==> src/rtl/matmul_tile_sched.sv <==
// Tile sequencer for the matmul_int array: walks an m x n grid of output tiles in
// row-major order, requesting operands, timing the datapath and handing off results.
module matmul_tile_sched #(
    parameter int LATENCY = 4,
    parameter int IDX_W   = 8
) (
    input  logic             i_clk,
    input  logic             i_rst_n,
    input  logic             i_start,
    input  logic             i_abort,
    input  logic [IDX_W-1:0] i_cfg_m,
    input  logic [IDX_W-1:0] i_cfg_n,
    output logic             o_busy,
    output logic             o_ld_valid,
    input  logic             i_ld_ready,
    output logic [IDX_W-1:0] o_row_tile,
    output logic [IDX_W-1:0] o_col_tile,
    output logic             o_dp_en,
    output logic             o_res_valid,
    input  logic             i_res_ready,
    output logic             o_done
);

    typedef enum logic [2:0] {
        S_IDLE,
        S_LOAD,
        S_COMPUTE,
        S_WRITE,
        S_DONE
    } state_t;

    localparam logic [7:0]       CNT_LOAD = 8'(LATENCY);
    localparam logic [IDX_W-1:0] IDX_ONE  = IDX_W'(1);

    state_t           state_q, state_d;
    logic [IDX_W-1:0] m_q, m_d;
    logic [IDX_W-1:0] n_q, n_d;
    logic [IDX_W-1:0] row_q, row_d;
    logic [IDX_W-1:0] col_q, col_d;
    logic [7:0]       cnt_q, cnt_d;
    logic             last_col;
    logic             last_row;

    always_ff @(posedge i_clk or negedge i_rst_n) begin
        if (!i_rst_n) begin
            state_q <= S_IDLE;
            m_q     <= '0;
            n_q     <= '0;
            row_q   <= '0;
            col_q   <= '0;
            cnt_q   <= '0;
        end else begin
            state_q <= state_d;
            m_q     <= m_d;
            n_q     <= n_d;
            row_q   <= row_d;
            col_q   <= col_d;
            cnt_q   <= cnt_d;
        end
    end

    always_comb begin
        state_d  = state_q;
        m_d      = m_q;
        n_d      = n_q;
        row_d    = row_q;
        col_d    = col_q;
        cnt_d    = cnt_q;
        last_col = (col_q == n_q - IDX_ONE);
        last_row = (row_q == m_q - IDX_ONE);

        // Abort outranks everything, including a start seen in IDLE.
        if (i_abort) begin
            state_d = S_IDLE;
            row_d   = '0;
            col_d   = '0;
            cnt_d   = '0;
        end else begin
            case (state_q)
                S_IDLE: begin
                    if (i_start) begin
                        m_d   = i_cfg_m;
                        n_d   = i_cfg_n;
                        row_d = '0;
                        col_d = '0;
                        if (i_cfg_m == '0 || i_cfg_n == '0) begin
                            state_d = S_DONE;
                        end else begin
                            state_d = S_LOAD;
                        end
                    end
                end
                S_LOAD: begin
                    if (i_ld_ready) begin
                        cnt_d   = CNT_LOAD;
                        state_d = S_COMPUTE;
                    end
                end
                S_COMPUTE: begin
                    cnt_d = cnt_q - 8'd1;
                    if (cnt_q == 8'd1) begin
                        state_d = S_WRITE;
                    end
                end
                S_WRITE: begin
                    if (i_res_ready) begin
                        if (last_col) begin
                            col_d = '0;
                            row_d = row_q + IDX_ONE;
                        end else begin
                            col_d = col_q + IDX_ONE;
                        end
                        if (last_row && last_col) begin
                            state_d = S_DONE;
                        end else begin
                            state_d = S_LOAD;
                        end
                    end
                end
                S_DONE: begin
                    state_d = S_IDLE;
                end
                default: begin
                    state_d = S_IDLE;
                end
            endcase
        end
    end

    // Handshake outputs decode the state alone, so ready inputs never loop back combinationally.
    assign o_busy      = (state_q != S_IDLE);
    assign o_ld_valid  = (state_q == S_LOAD);
    assign o_dp_en     = (state_q == S_COMPUTE);
    assign o_res_valid = (state_q == S_WRITE);
    assign o_done      = (state_q == S_DONE);
    assign o_row_tile  = row_q;
    assign o_col_tile  = col_q;

endmodule

==> config.mk <==
export PLATFORM = sky130hd
export DESIGN_NAME = matmul_tile_sched
export DESIGN_NICKNAME = d
export VERILOG_FILES = /design/src/rtl/matmul_tile_sched.sv
export SDC_FILE = /design/constraint.sdc
export NUM_CORES = 1
export LEC_CHECK = 0
export ABC_CLOCK_PERIOD_IN_PS = 2800
export BUFFER_PORTS_ARGS = -buffer_cell sky130_fd_sc_hd__buf_2
export CAP_MARGIN = 20
export CORE_MARGIN = 3
export CORE_UTILIZATION = 56
export DETAILED_ROUTE_END_ITERATION = 8
export PLACE_DENSITY = 0.79
export SYNTH_ARGS = -nofsm -noshare
export SYNTH_HDL_FRONTEND = slang
export SYNTH_SLANG_ARGS = --single-unit
==> constraint.sdc <==
create_clock -name i_clk -period 2.8 [get_ports i_clk]
set_input_delay 0.14 -clock i_clk [delete_from_list [all_inputs] [get_ports i_clk]]
set_output_delay 0.14 -clock i_clk [all_outputs]
set_load 0.05 [all_outputs]
## Word level (Yosys, flattened, before mapping)

Cells that the tools add are included.

- Flip-flop bits (word level): 43
- Latch bits: 0
- Bits in writable memories: 0
- Memory bits (read-only): 0
- Input port bits: 22
- Output and inout bits: 21
- Word-level logic and storage cells: 57
- Memories kept: 0

- Add/subtract/negate cells: 5
- Multiply operators: 0
- Div/mod/pow operators: 0
- $lt $le $gt $ge: 0
- Equality and inequality tests: 12
- Shift operators: 0
- Multiplexer cells: 20
- Bitwise gates (word level): 1
- Reductions and logical operators: 13

Operators by type and width:

| cell | number |
|---|---|
| $mux 8 | 9 |
| $pmux 8 s2 | 3 |
| $sub 8x1->8 const B | 3 |
| $mux 3 | 7 |
| $add 8x1->8 const B | 2 |
| $eq 8x8->1 | 2 |
| $logic_not 8->1 | 2 |
| $ne 3x2->1 const B | 4 |
| $pmux 3 s4 | 1 |
| $reduce_bool 3->1 | 3 |
| $eq 8x1->1 const B | 1 |
| $reduce_and 4->1 | 2 |
| $eq 3x2->1 const B | 2 |
| $reduce_and 3->1 | 2 |
| $eq 3x1->1 const B | 1 |
| $eq 3x3->1 const B | 1 |
| $logic_not 3->1 | 1 |
| $ne 3x3->1 const B | 1 |
| $reduce_and 2->1 | 1 |
| $logic_and 1x1->1 | 1 |
| $logic_or 1x1->1 | 1 |
| $not 1->1 | 1 |

## Longest topological paths before layout

- Depth in word-level cells: 7
- Gate-level depth with buffers: 10
- Depth with buffers taken out: 8

## Worst setup path after synthesis

Ideal clock, no wire load.

- Path type: register -> register
- From: register state_q[0]
- To: register cnt_q[2]
- Setup time: 100 ps
- Arrival time: 2709 ps
- Required time: 2700 ps
- Slack: -9 ps
- Stages on the path, launching flop included: 8
- Buffers on the path: 1
- Period minus slack after synthesis: 2809 ps
- Cell sequence: dfrtp_1 clkbuf_1 nor3b_1 a211o_1 nand2_1 a21oi_1 nor2_1 a311oi_1

- Cells in the longest elaborated chain, start to end: 3
- Elaborated cells on any way between the ends: 7
- Those cells by class: eq/ne (3); mux (2); reduce/logical (2)

RTL lines:

| what | RTL line | source |
|---|---|---|
| from (decl) | 35 | `state_t state_q, state_d;` |
| from (signal assigned) | 53 | `state_q <= state_d;` |
| $eq 3x2->1 * | n/a |  |
| named net o_dp_en | 18 | `output logic o_dp_en,` |
| $pmux 8 s2 / $reduce_bool 3->1 (equally long branches) | n/a |  |
| $mux 8 / $reduce_and 2->1 (equally long branches) | n/a |  |
| to (signal assigned) | 58 | `cnt_q <= cnt_d;` |
| to (decl) | 40 | `logic [7:0] cnt_q, cnt_d;` |

Mark *: on every way through the listed nets, which the timed path passes. The rest lies on a longest branch.
A chain may end at the register's enable or synchronous reset.

## Worst setup path after layout

- From: register n_q[1]
- To: register row_q[2], in the netlist o_row_tile[2]

- Cells in the longest elaborated chain, start to end: 4

RTL lines:

| what | RTL line | source |
|---|---|---|
| from (decl) | 37 | `logic [IDX_W-1:0] n_q, n_d;` |
| from (signal assigned) | 55 | `n_q <= n_d;` |
| $sub 8x1->8 | 69 | `last_col = (col_q == n_q - IDX_ONE);` |
| $eq 8x8->1 | 69 |  |
| $ne 3x2->1 (no source line) | n/a |  |
| $reduce_and 4->1 (no source line) | n/a |  |
| to (signal assigned) | 56 | `row_q <= row_d;` |
| to (decl) | 38 | `logic [IDX_W-1:0] row_q, row_d;` |

No other way between the ends.

==> reports/metrics.yaml <==
status: "complete, but fails checks"
failed_checks: "negative hold slack"
grt_usage: 0.227
yosys_warnings: 0
slew_headroom: 0.372
drive_above_1_share: 0.225
antenna_found_initial: 0
wirelength_mm: 5.94
rsz0062_at_grt: "false"
layout_setup_ws_ps: 220
num_vias: 2310
ys_ff_latch: 43
initial_core_util: 0.595
holdBufCountCts: 0
synth.most_common_cell: "dfrtp_1"
place_congestion: 0.847
port-buffer-count: 42
ant_nets: 0
p_per_area_nw_per_um2: 882
n_antenna_cell: 0
synth_cell_type_count: 53
critPathKind: "reg -> reg"
cts_setup_buffers: 0
synthCells: 288
hp-class: "in -> async"
hold_viol_final: 28
clk_pin_slew_worst_paths_ps: 80
maxCapViolations: 0
fp.dieH_um: 74.9
netlist_top_cells_count: "dfrtp_1 (43), nand2_1 (23), nor2_1 (21)"
endpoint_kind: "flip-flop"
dr_wl_met2_mm: 2.90
post-route-util: 0.681
skew_ps: 5.55
grt_pass1_vias: 2087
finalSetupTns_ps: 0
synth_area_um2: 2660
yosysSeqAreaShare: 0.404
min_period_over_period: 0.921
grt_overflow_total: 0
clockRootBuffer: "clkbuf_8"
cts_buffers: 5
reg2reg_to: "o_row_tile[2]$_DFFE_PN0P_"
peakVddDrop_uv: 548
syn_avg_cell_area_um2: 9.24
coreArea_um2: 4470
setup_viol: 0
worst_ep_required_time_ps: 3040
cts_tree: "built"
r2r_slack_ps: 220
cp-startpoint: "n_q[1]$_DFFE_PN0P_"
die_area_um2: 5620
grt_start_max_net_pins: 44
cts_num_sinks: 43
pin_count: 43
fin_cells: 385
min_period_ps: 2580
nFillCells: 379
endpoint: "o_row_tile[2]$_DFFE_PN0P_"
clockBufferDepth: 2
fin_nets: 360
rows: 24
holdWs_ps: -23.3
ys_async_sr_fraction: 1.00
fmax_mhz: 388
synth-edff-count: 0
yosys.area.top_type: "dfrtp_1"
worstRegToRegCells: 9
post_drt_via_cell_ratio: 6.00
worst_pin_slew_ps: 942
ys.flop_type: "dfrtp_1"
dp_hpwl_mm: 4.39
slew_viol_final: 0
place_inst: 377
crit_fanout: 10
cp.arrival_ps: 2820
synth_top_cell_area_share: 0.404
synth_nets: 316
clock_latency_ps: 300
wl_met3_um: 293
route.detailed.drc: 0
syn_to_final_growth_pct: 14.5
h-tree-depth: 2
cts_resized: 0
first_pass_iters: 4
power.leakage_nw: 1.41
drtIter0Drc: 147
wire_per_inst_um: 15.4
ys_top_cells_by_area: "dfrtp_1 (40%), mux2_2 (6.8%), nand2_1 (3.2%)"
start_kind: "flip-flop"
grt_pass1_wl_mm: 9.94
dp_slack_ps: 235
dr.max_layer_used: "met4"
wl_met1_mm: 2.69
die_w_um: 74.9
timing.rr.start: "n_q[1]$_DFFE_PN0P_"
logic make-up after synthesis:
logic type	share of synthesized area
AO/OA/AOI/OAI	0.158
XOR/XNOR	0.0560
adder cells (fa/ha/maj)	0.0282
buffers and inverters	0.0428
flip-flops	0.404
multiplexers	0.0752
AND/OR/NAND/NOR	0.236
worst min path at each step:
| stage | slack, ps | end | start |
|---|---|---|---|
| after floorplan | -160 | cnt_q[0]$_DFFE_PN0P_ | i_rst_n |
| after global placement | 350 | o_col_tile[3]$_DFFE_PN0P_ | i_rst_n |
| after detailed placement | 350 | o_col_tile[2]$_DFFE_PN0P_ | i_rst_n |
| after CTS | 30 | o_col_tile[2]$_DFFE_PN0P_ | i_rst_n |
| after global routing | 60 | n_q[3]$_DFFE_PN0P_ | i_rst_n |
| final | -20 | o_col_tile[2]$_DFFE_PN0P_ | i_rst_n |
per-stage QoR:
step,total power [mW],instance area [um^2]
after detailed placement,2.19,2930
final,2.69,3050
after global placement,2.14,2930
after global routing,2.90,3050
after CTS,2.70,3050
after floorplan,1.90,2670
routing by layer:
layer	vias to the layer above	track usage
met4	0	0.0573
met2	53	0.368
met5	-	0
li1	1149	-
met3	6	0.0454
met1	1102	0.315
layout make-up:
type / instances / area [um^2] / share of cell area
Tap cell: 52 / 65.1 / 0.0214
Multi-Input combinational cell: 217 / 1480 / 0.485
Inverter: 19 / 71.3 / 0.0234
Clock inverter: 2 / 35.0 / 0.0115
Sequential cell: 43 / 1080 / 0.353
Clock buffer: 6 / 82.6 / 0.0271
Timing Repair Buffer: 46 / 240 / 0.0789
report_power, final:
part	internal (mW)	switching [mW]	leakage [nW]
registers	0.788	0.226	0.560
logic	0.482	0.686	0.785
clock network	0.289	0.217	0.0612
critical path: stages, from the launching register on:
cell and delay, ps:
dfrtp_1 440, inv_1 70, ha_1 180, or3b_4 400, nor4_2 140, o2111ai_1 120, a311o_1 400, buf_4 190
or4_1 500, nand2_1 80
layout by cell type (no fill, tap or decap), types with 3 or more instances in the layout:
master,n
a211o_1,3
ha_1,6
nand2_1,23
buf_2,42
dfrtp_1,43
or4_1,9
o31ai_1,6
mux2_2,16
clkbuf_8,6
nor4_1,4
a31oi_1,5
nor2_1,21
xor2_1,8
o211ai_1,7
inv_1,19
nor2b_1,3
xnor2_1,9
nand4_1,10
nand3_1,11
nor3_1,10
buf_4,4
and3_1,3
or3_1,3
o21ai_0,15
a21o_1,3
a21oi_1,8
flip-flops by register name, summed over array words and instances, names as in the netlist:
| register | count |
|---|---|
| n_q | 8 |
| m_q | 8 |
| o_col_tile | 8 |
| cnt_q | 8 |
| state_q | 3 |
| o_row_tile | 8 |
No activity file was read; power rests on OpenSTA's default activity.
